**src/rtl/fifo_wr_arb_pkg.sv**
```systemverilog
// Shared types and width helpers for the FIFO write-port arbiter.
package fifo_wr_arb_pkg;

    typedef enum logic {
        ST_IDLE  = 1'b0,
        ST_GRANT = 1'b1
    } arb_state_t;

    function automatic int clog2(input int n);
        int r;
        r = 0;
        while ((1 << r) < n) r++;
        return r;
    endfunction

    // Width of a counter/index holding 0..n-1; never narrower than one bit.
    function automatic int cnt_w(input int n);
        return (clog2(n) < 1) ? 1 : clog2(n);
    endfunction

endpackage

```
**src/rtl/fifo_wr_rr_pick.sv**
```systemverilog
// Combinational rotate-priority picker: search starts after 'last', 'last' itself is lowest priority.
module fifo_wr_rr_pick #(
    parameter int NREQ = 4,
    parameter int IDW  = 2
) (
    input  logic [NREQ-1:0] req,
    input  logic [IDW-1:0]  last,
    output logic [NREQ-1:0] win_oh,
    output logic [IDW-1:0]  win_idx,
    output logic            any
);

    always_comb begin
        int idx;
        win_oh  = '0;
        win_idx = '0;
        any     = 1'b0;
        idx     = 0;
        for (int i = 1; i <= NREQ; i++) begin
            idx = int'(last) + i;
            if (idx >= NREQ) idx = idx - NREQ;
            if (!any && req[idx]) begin
                any         = 1'b1;
                win_idx     = IDW'(idx);
                win_oh[idx] = 1'b1;
            end
        end
    end

endmodule

```
**src/rtl/fifo_wr_arb.sv**
```systemverilog
// Round-robin burst arbiter sharing the FIFO write port among NREQ requesters.
module fifo_wr_arb
    import fifo_wr_arb_pkg::*;
#(
    parameter  int NREQ      = 4,
    parameter  int DW        = 8,
    parameter  int MAX_BURST = 8,
    parameter  int IDLE_TMO  = 4,
    localparam int IDW       = cnt_w(NREQ)
) (
    input  logic                 I_WR_CLK,
    input  logic                 I_WR_RST_N,
    input  logic [NREQ-1:0]      I_REQ_VALID,
    input  logic [NREQ*DW-1:0]   I_REQ_DATA,
    input  logic [NREQ-1:0]      I_REQ_LAST,
    output logic [NREQ-1:0]      O_REQ_READY,
    input  logic                 I_WR_FULL,
    output logic                 O_WR_EN,
    output logic [DW-1:0]        O_WR_DATA,
    output logic [IDW-1:0]       O_WR_SRC,
    output logic [NREQ-1:0]      O_GNT,
    output logic                 O_BUSY
);

    localparam int BCW = cnt_w(MAX_BURST);
    localparam int ICW = cnt_w(IDLE_TMO);
    localparam logic [BCW-1:0] BEAT_LAST = BCW'(MAX_BURST - 1);
    localparam logic [ICW-1:0] IDLE_LAST = ICW'(IDLE_TMO - 1);

    arb_state_t            state, state_nxt;
    logic [NREQ-1:0]       r_gnt, gnt_nxt;
    logic [IDW-1:0]        r_idx, idx_nxt;
    logic [IDW-1:0]        last_ptr, last_nxt;
    logic [BCW-1:0]        beat_cnt, beat_nxt;
    logic [ICW-1:0]        idle_cnt, idle_nxt;

    logic [NREQ-1:0][DW-1:0] req_data;
    logic                  busy, vg, lg, beat, eob;
    logic [NREQ-1:0]       pick_req, pick_oh;
    logic [IDW-1:0]        pick_last, pick_idx;
    logic                  pick_any;

    assign req_data = I_REQ_DATA;
    assign busy     = (state == ST_GRANT);
    assign vg       = I_REQ_VALID[r_idx];
    assign lg       = I_REQ_LAST[r_idx];
    assign beat     = busy & vg & ~I_WR_FULL;
    // A full FIFO freezes the burst entirely, including the idle timeout.
    assign eob      = busy & ((beat & (lg | (beat_cnt == BEAT_LAST))) |
                              (~vg & ~I_WR_FULL & (idle_cnt == IDLE_LAST)));

    // One picker serves both IDLE arbitration and the end-of-burst handover;
    // a requester whose LAST was just consumed is not eligible for re-grant.
    assign pick_req  = busy ? (I_REQ_VALID & ~(r_gnt & {NREQ{beat & lg}})) : I_REQ_VALID;
    assign pick_last = busy ? r_idx : last_ptr;

    fifo_wr_rr_pick #(
        .NREQ (NREQ),
        .IDW  (IDW)
    ) u_pick (
        .req     (pick_req),
        .last    (pick_last),
        .win_oh  (pick_oh),
        .win_idx (pick_idx),
        .any     (pick_any)
    );

    assign O_BUSY      = busy;
    assign O_GNT       = r_gnt;
    assign O_REQ_READY = r_gnt & {NREQ{~I_WR_FULL}};
    assign O_WR_EN     = beat;
    assign O_WR_SRC    = r_idx;
    assign O_WR_DATA   = busy ? req_data[r_idx] : '0;

    always_ff @(posedge I_WR_CLK or negedge I_WR_RST_N) begin
        if (!I_WR_RST_N) begin
            state    <= ST_IDLE;
            r_gnt    <= '0;
            r_idx    <= '0;
            last_ptr <= IDW'(NREQ - 1);
            beat_cnt <= '0;
            idle_cnt <= '0;
        end else begin
            state    <= state_nxt;
            r_gnt    <= gnt_nxt;
            r_idx    <= idx_nxt;
            last_ptr <= last_nxt;
            beat_cnt <= beat_nxt;
            idle_cnt <= idle_nxt;
        end
    end

    always_comb begin
        state_nxt = state;
        gnt_nxt   = r_gnt;
        idx_nxt   = r_idx;
        last_nxt  = last_ptr;
        beat_nxt  = beat_cnt;
        idle_nxt  = idle_cnt;
        case (state)
            ST_IDLE: begin
                if (pick_any) begin
                    state_nxt = ST_GRANT;
                    gnt_nxt   = pick_oh;
                    idx_nxt   = pick_idx;
                end
            end
            ST_GRANT: begin
                if (eob) begin
                    beat_nxt = '0;
                    idle_nxt = '0;
                    last_nxt = r_idx;
                    if (pick_any) begin
                        gnt_nxt = pick_oh;
                        idx_nxt = pick_idx;
                    end else begin
                        state_nxt = ST_IDLE;
                        gnt_nxt   = '0;
                        idx_nxt   = '0;
                    end
                end else if (beat) begin
                    beat_nxt = beat_cnt + 1'b1;
                    idle_nxt = '0;
                end else if (!I_WR_FULL) begin
                    idle_nxt = idle_cnt + 1'b1;
                end
            end
            default: state_nxt = ST_IDLE;
        endcase
    end

endmodule

```
**config.mk**
```make
export PLATFORM = sky130hd
export DESIGN_NAME = fifo_wr_arb
export DESIGN_NICKNAME = d
export VERILOG_FILES = /design/src/rtl/fifo_wr_arb_pkg.sv /design/src/rtl/fifo_wr_rr_pick.sv /design/src/rtl/fifo_wr_arb.sv
export SDC_FILE = /design/constraint.sdc
export NUM_CORES = 1
export LEC_CHECK = 0
export BUFFER_PORTS_ARGS = -buffer_cell sky130_fd_sc_hd__buf_2
export CORE_ASPECT_RATIO = 2
export CORE_MARGIN = 2
export CORE_UTILIZATION = 45
export DETAILED_ROUTE_END_ITERATION = 8
export PLACE_DENSITY_LB_ADDON = 0.25
export SLEW_MARGIN = 20
export SYNTH_ARGS = -nofsm -noshare
export SYNTH_HDL_FRONTEND = slang
export SYNTH_SLANG_ARGS = --single-unit
```
**constraint.sdc**
```tcl
create_clock -name I_WR_CLK -period 2.5 [get_ports I_WR_CLK]
set_input_delay 0.625 -clock I_WR_CLK [delete_from_list [all_inputs] [get_ports I_WR_CLK]]
set_output_delay 0.625 -clock I_WR_CLK [all_outputs]
set_load 0.01 [all_outputs]
```
==> flow_summary.ini <==
[run_status]
status = complete, but fails checks
violations = setup timing

[clock_tree]
clockBufferDepth = 2
cts_made_buffers = 3
clk_latency_ns = 0.25
cts_hold_buffers = 0
cts_tree = built
clock-sinks = 14
htreeDepth = 1
cts_root_buffer = clkbuf_8
path_clk_slew_ns = 0.06

[global_route]
grt_max_degree = 15
grt_overflow_total = 0
grt_pass1_wl_um = 9180
grt_pass1_vias = 2007
grt_usage_pct = 30.3
antenna_found_initial = 0

[logic_synthesis]
yosys_most_used_dff = dfrtp_1
synth-simple-area-share_pct = 16.8
synth_compound_area_share_pct = 28.8
synthDominantCellAreaShare_pct = 18.2
synth_fa_ha_area_share_pct = 7.59
syn-cell-area_um2 = 1650
synth_commonest_cells = 12 x dfrtp_1, 11 x mux4_2, 10 x ha_1, 9 x and2_1
synth_edf_count = 0
synth_area_leaders = dfrtp_1 18%, mux4_2 15%, ha_1 7.6%
ys_seq_area_share_pct = 21.4
synth_top_family_by_area = compound AO/OA/AOI/OAI gates
synth.most_common_cell = dfrtp_1
synth_xor_area_share_pct = 0.532
synth-seq-cells = 14
ys.warnings.count = 0
ys_types = 53
synthMuxAreaShare_pct = 19.4
async_flop_share_pct = 100
syn-mean-instance-area_um2 = 9.69
synthesis.nets = 223
postSynthCellCount = 170
synth_top_cell_by_area = dfrtp_1

[timing]
setup_ws_ns = -0.0847
slew_headroom_pct = 67.8
fin_skew_ns = 0.000782
finalHoldViolCount = 0
tightest_slew_ns = 0.481
period_needed_ns = 2.58
drv_slew = 0
rsz0062_at_grt = true
period_share_pct = 103
max_freq_ghz = 0.387
setup_violations = 4

[power]
power.switching_w = 0.00135
power.density_nw_per_um2 = 1150
ir_worst_vdd_mv = 0.935
pwr-share-seq_pct = 16.1
switching_share_pct = 45.5
p_int_w = 0.00161
leakagePower_nw = 1.22
combPwrFrac_pct = 76.3
p_clk_share_pct = 7.6

[route]
via_count = 2000
drt_first_pass_iters = 4
remaining_drc_errors = 0
viasPerCell = 6.04
route.detailed.wl_per_inst_um = 18.5
first_iter_violations = 72
totalWireLength_um = 6110
ant_nets = 0

[place]
place_inst = 319
postPlaceCellArea_um2 = 2350
portBuffers = 62
dpl.hpwl_um = 4700
gp_congestion = 1.05

[die]
die_h_um = 89.6
rows = 31
core_area_um2 = 3570
start_util_pct = 46.2
dieArea_um2 = 4190
fp.dieW_um = 46.8
ios = 63

[setup_path]
critPathRequiredTime_ns = 2.63
crit_type = reg2reg
crit_fanout = 5
r2r_setup_slack_ns = -0.08
arrival_ns = 2.72
critPathLaunchType = register
cp-end-kind = register

[finish]
antenna_cells = 0
area_delta_synth_final_pct = 55.5
nets = 336
final.fill_count = 297
fin_util_pct = 71.8
instances_no_fill = 331
fin_area_um2 = 2560
drive_gt1_share_pct = 56.7

[run]
drv_cap = 0

[hold_path]
hp-class = in2async
-- per-stage QoR --
step                TNS (ns)  total power, W  hold slack, ns  setup slack, ns
CTS                   -0.251         0.00284           0.277           -0.111
detailed placement     -1.64         0.00250           0.482           -0.332
global placement       -1.57         0.00248           0.493           -0.329
global route          -0.625         0.00317           0.288           -0.152
finish                -0.209         0.00296           0.274          -0.0847
floorplan             -0.212         0.00167           0.329           -0.212
-- cells by family after synthesis --
group,Yosys count
fa+ha+maj,10
flops,14
compound gates,58
simple gates,48
mux,18
buf+inv,21
xor+xnor,1
-- final cells by class --
| class | instances | area [um^2] | area share (%) |
|---|---|---|---|
| flip-flops and latches | 14 | 355 | 13.9 |
| well taps | 49 | 61.3 | 2.39 |
| repair inverters | 1 | 5.00 | 0.195 |
| repair buffers | 117 | 739 | 28.9 |
| clock buffers | 4 | 55.1 | 2.15 |
| multi-input cells | 136 | 1300 | 50.9 |
| inverters | 10 | 42.5 | 1.66 |
-- placed cells by master, fill, tap and decap left out, types with 3 or more instances in the layout --
| cell | instances |
|---|---|
| nor3_1 | 3 |
| dfrtp_1 | 10 |
| clkbuf_8 | 4 |
| a32oi_1 | 3 |
| nand2_1 | 8 |
| o211ai_1 | 5 |
| buf_2 | 62 |
| mux4_2 | 12 |
| inv_1 | 8 |
| nand2b_1 | 3 |
| o21ai_0 | 4 |
| and2_1 | 9 |
| a31o_1 | 4 |
| a311oi_1 | 4 |
| a21oi_1 | 6 |
| nor2b_1 | 4 |
| mux2i_1 | 4 |
| ha_1 | 10 |
| a211oi_2 | 3 |
| nor2_1 | 5 |
| nand3_1 | 6 |
| buf_4 | 53 |
-- registers in the layout, indices dropped and copies added (netlist names) --
name      flops
O_BUSY        1
last_ptr      2
O_WR_SRC      2
O_GNT         4
idle_cnt      2
beat_cnt      3
-- power groups by stage --
| stage | Combinational [W] | Sequential, W | Clock, W |
|---|---|---|---|
| after floorplan | 0.00124 | 0.000433 | 0 |
| after global placement | 0.00202 | 0.000457 | 0 |
| after detailed placement | 0.00204 | 0.000456 | 0 |
| after CTS | 0.00215 | 0.000463 | 0.000226 |
| after global routing | 0.00244 | 0.000491 | 0.000239 |
| final | 0.00226 | 0.000476 | 0.000225 |
-- path summary, 6_finish.rpt --
kind	to	cells past startpoint	start
max	O_GNT[0]	9	O_WR_SRC[0]
min	O_BUSY	1	I_WR_RST_N
max reg2reg	O_GNT[0]	9	O_WR_SRC[0]
min reg2reg	idle_cnt[1]	2	idle_cnt[1]
max in group asynchronous	last_ptr[0]	1	I_WR_RST_N
min in group I_WR_CLK	idle_cnt[1]	2	idle_cnt[1]
-- critical path, cell delays in order (launching register included) --
cell	delay, ns
dfrtp_2	0.43
buf_6	0.12
or3b_4	0.36
o22a_4	0.22
clkinv_4	0.08
a31oi_1	0.11
mux4_2	0.51
nand3b_4	0.18
a22o_1	0.18
a221o_1	0.28
-- metal layers --
layer / vias to the layer above / part of all wire, % / global-route usage, % / wire [um]
li1: 908 / - / - / -
met1: 954 / 32 / 27.4 / 1940
met2: 102 / 56 / 58.0 / 3450
met3: 36 / 6.0 / 4.20 / 365
met4: 0 / 5.8 / 18.4 / 353
met5: - / 0 / 0 / 0
-- repair_timing --
item | 4_1_cts | 5_1_grt
cloned | 2 | 0
pin swaps | 1 | 4
gates resized for setup | 5 | 11
setup endpoints to repair | 5 | 7
buffers inserted | 5 | 1
(Power assumes the default switching activity.)
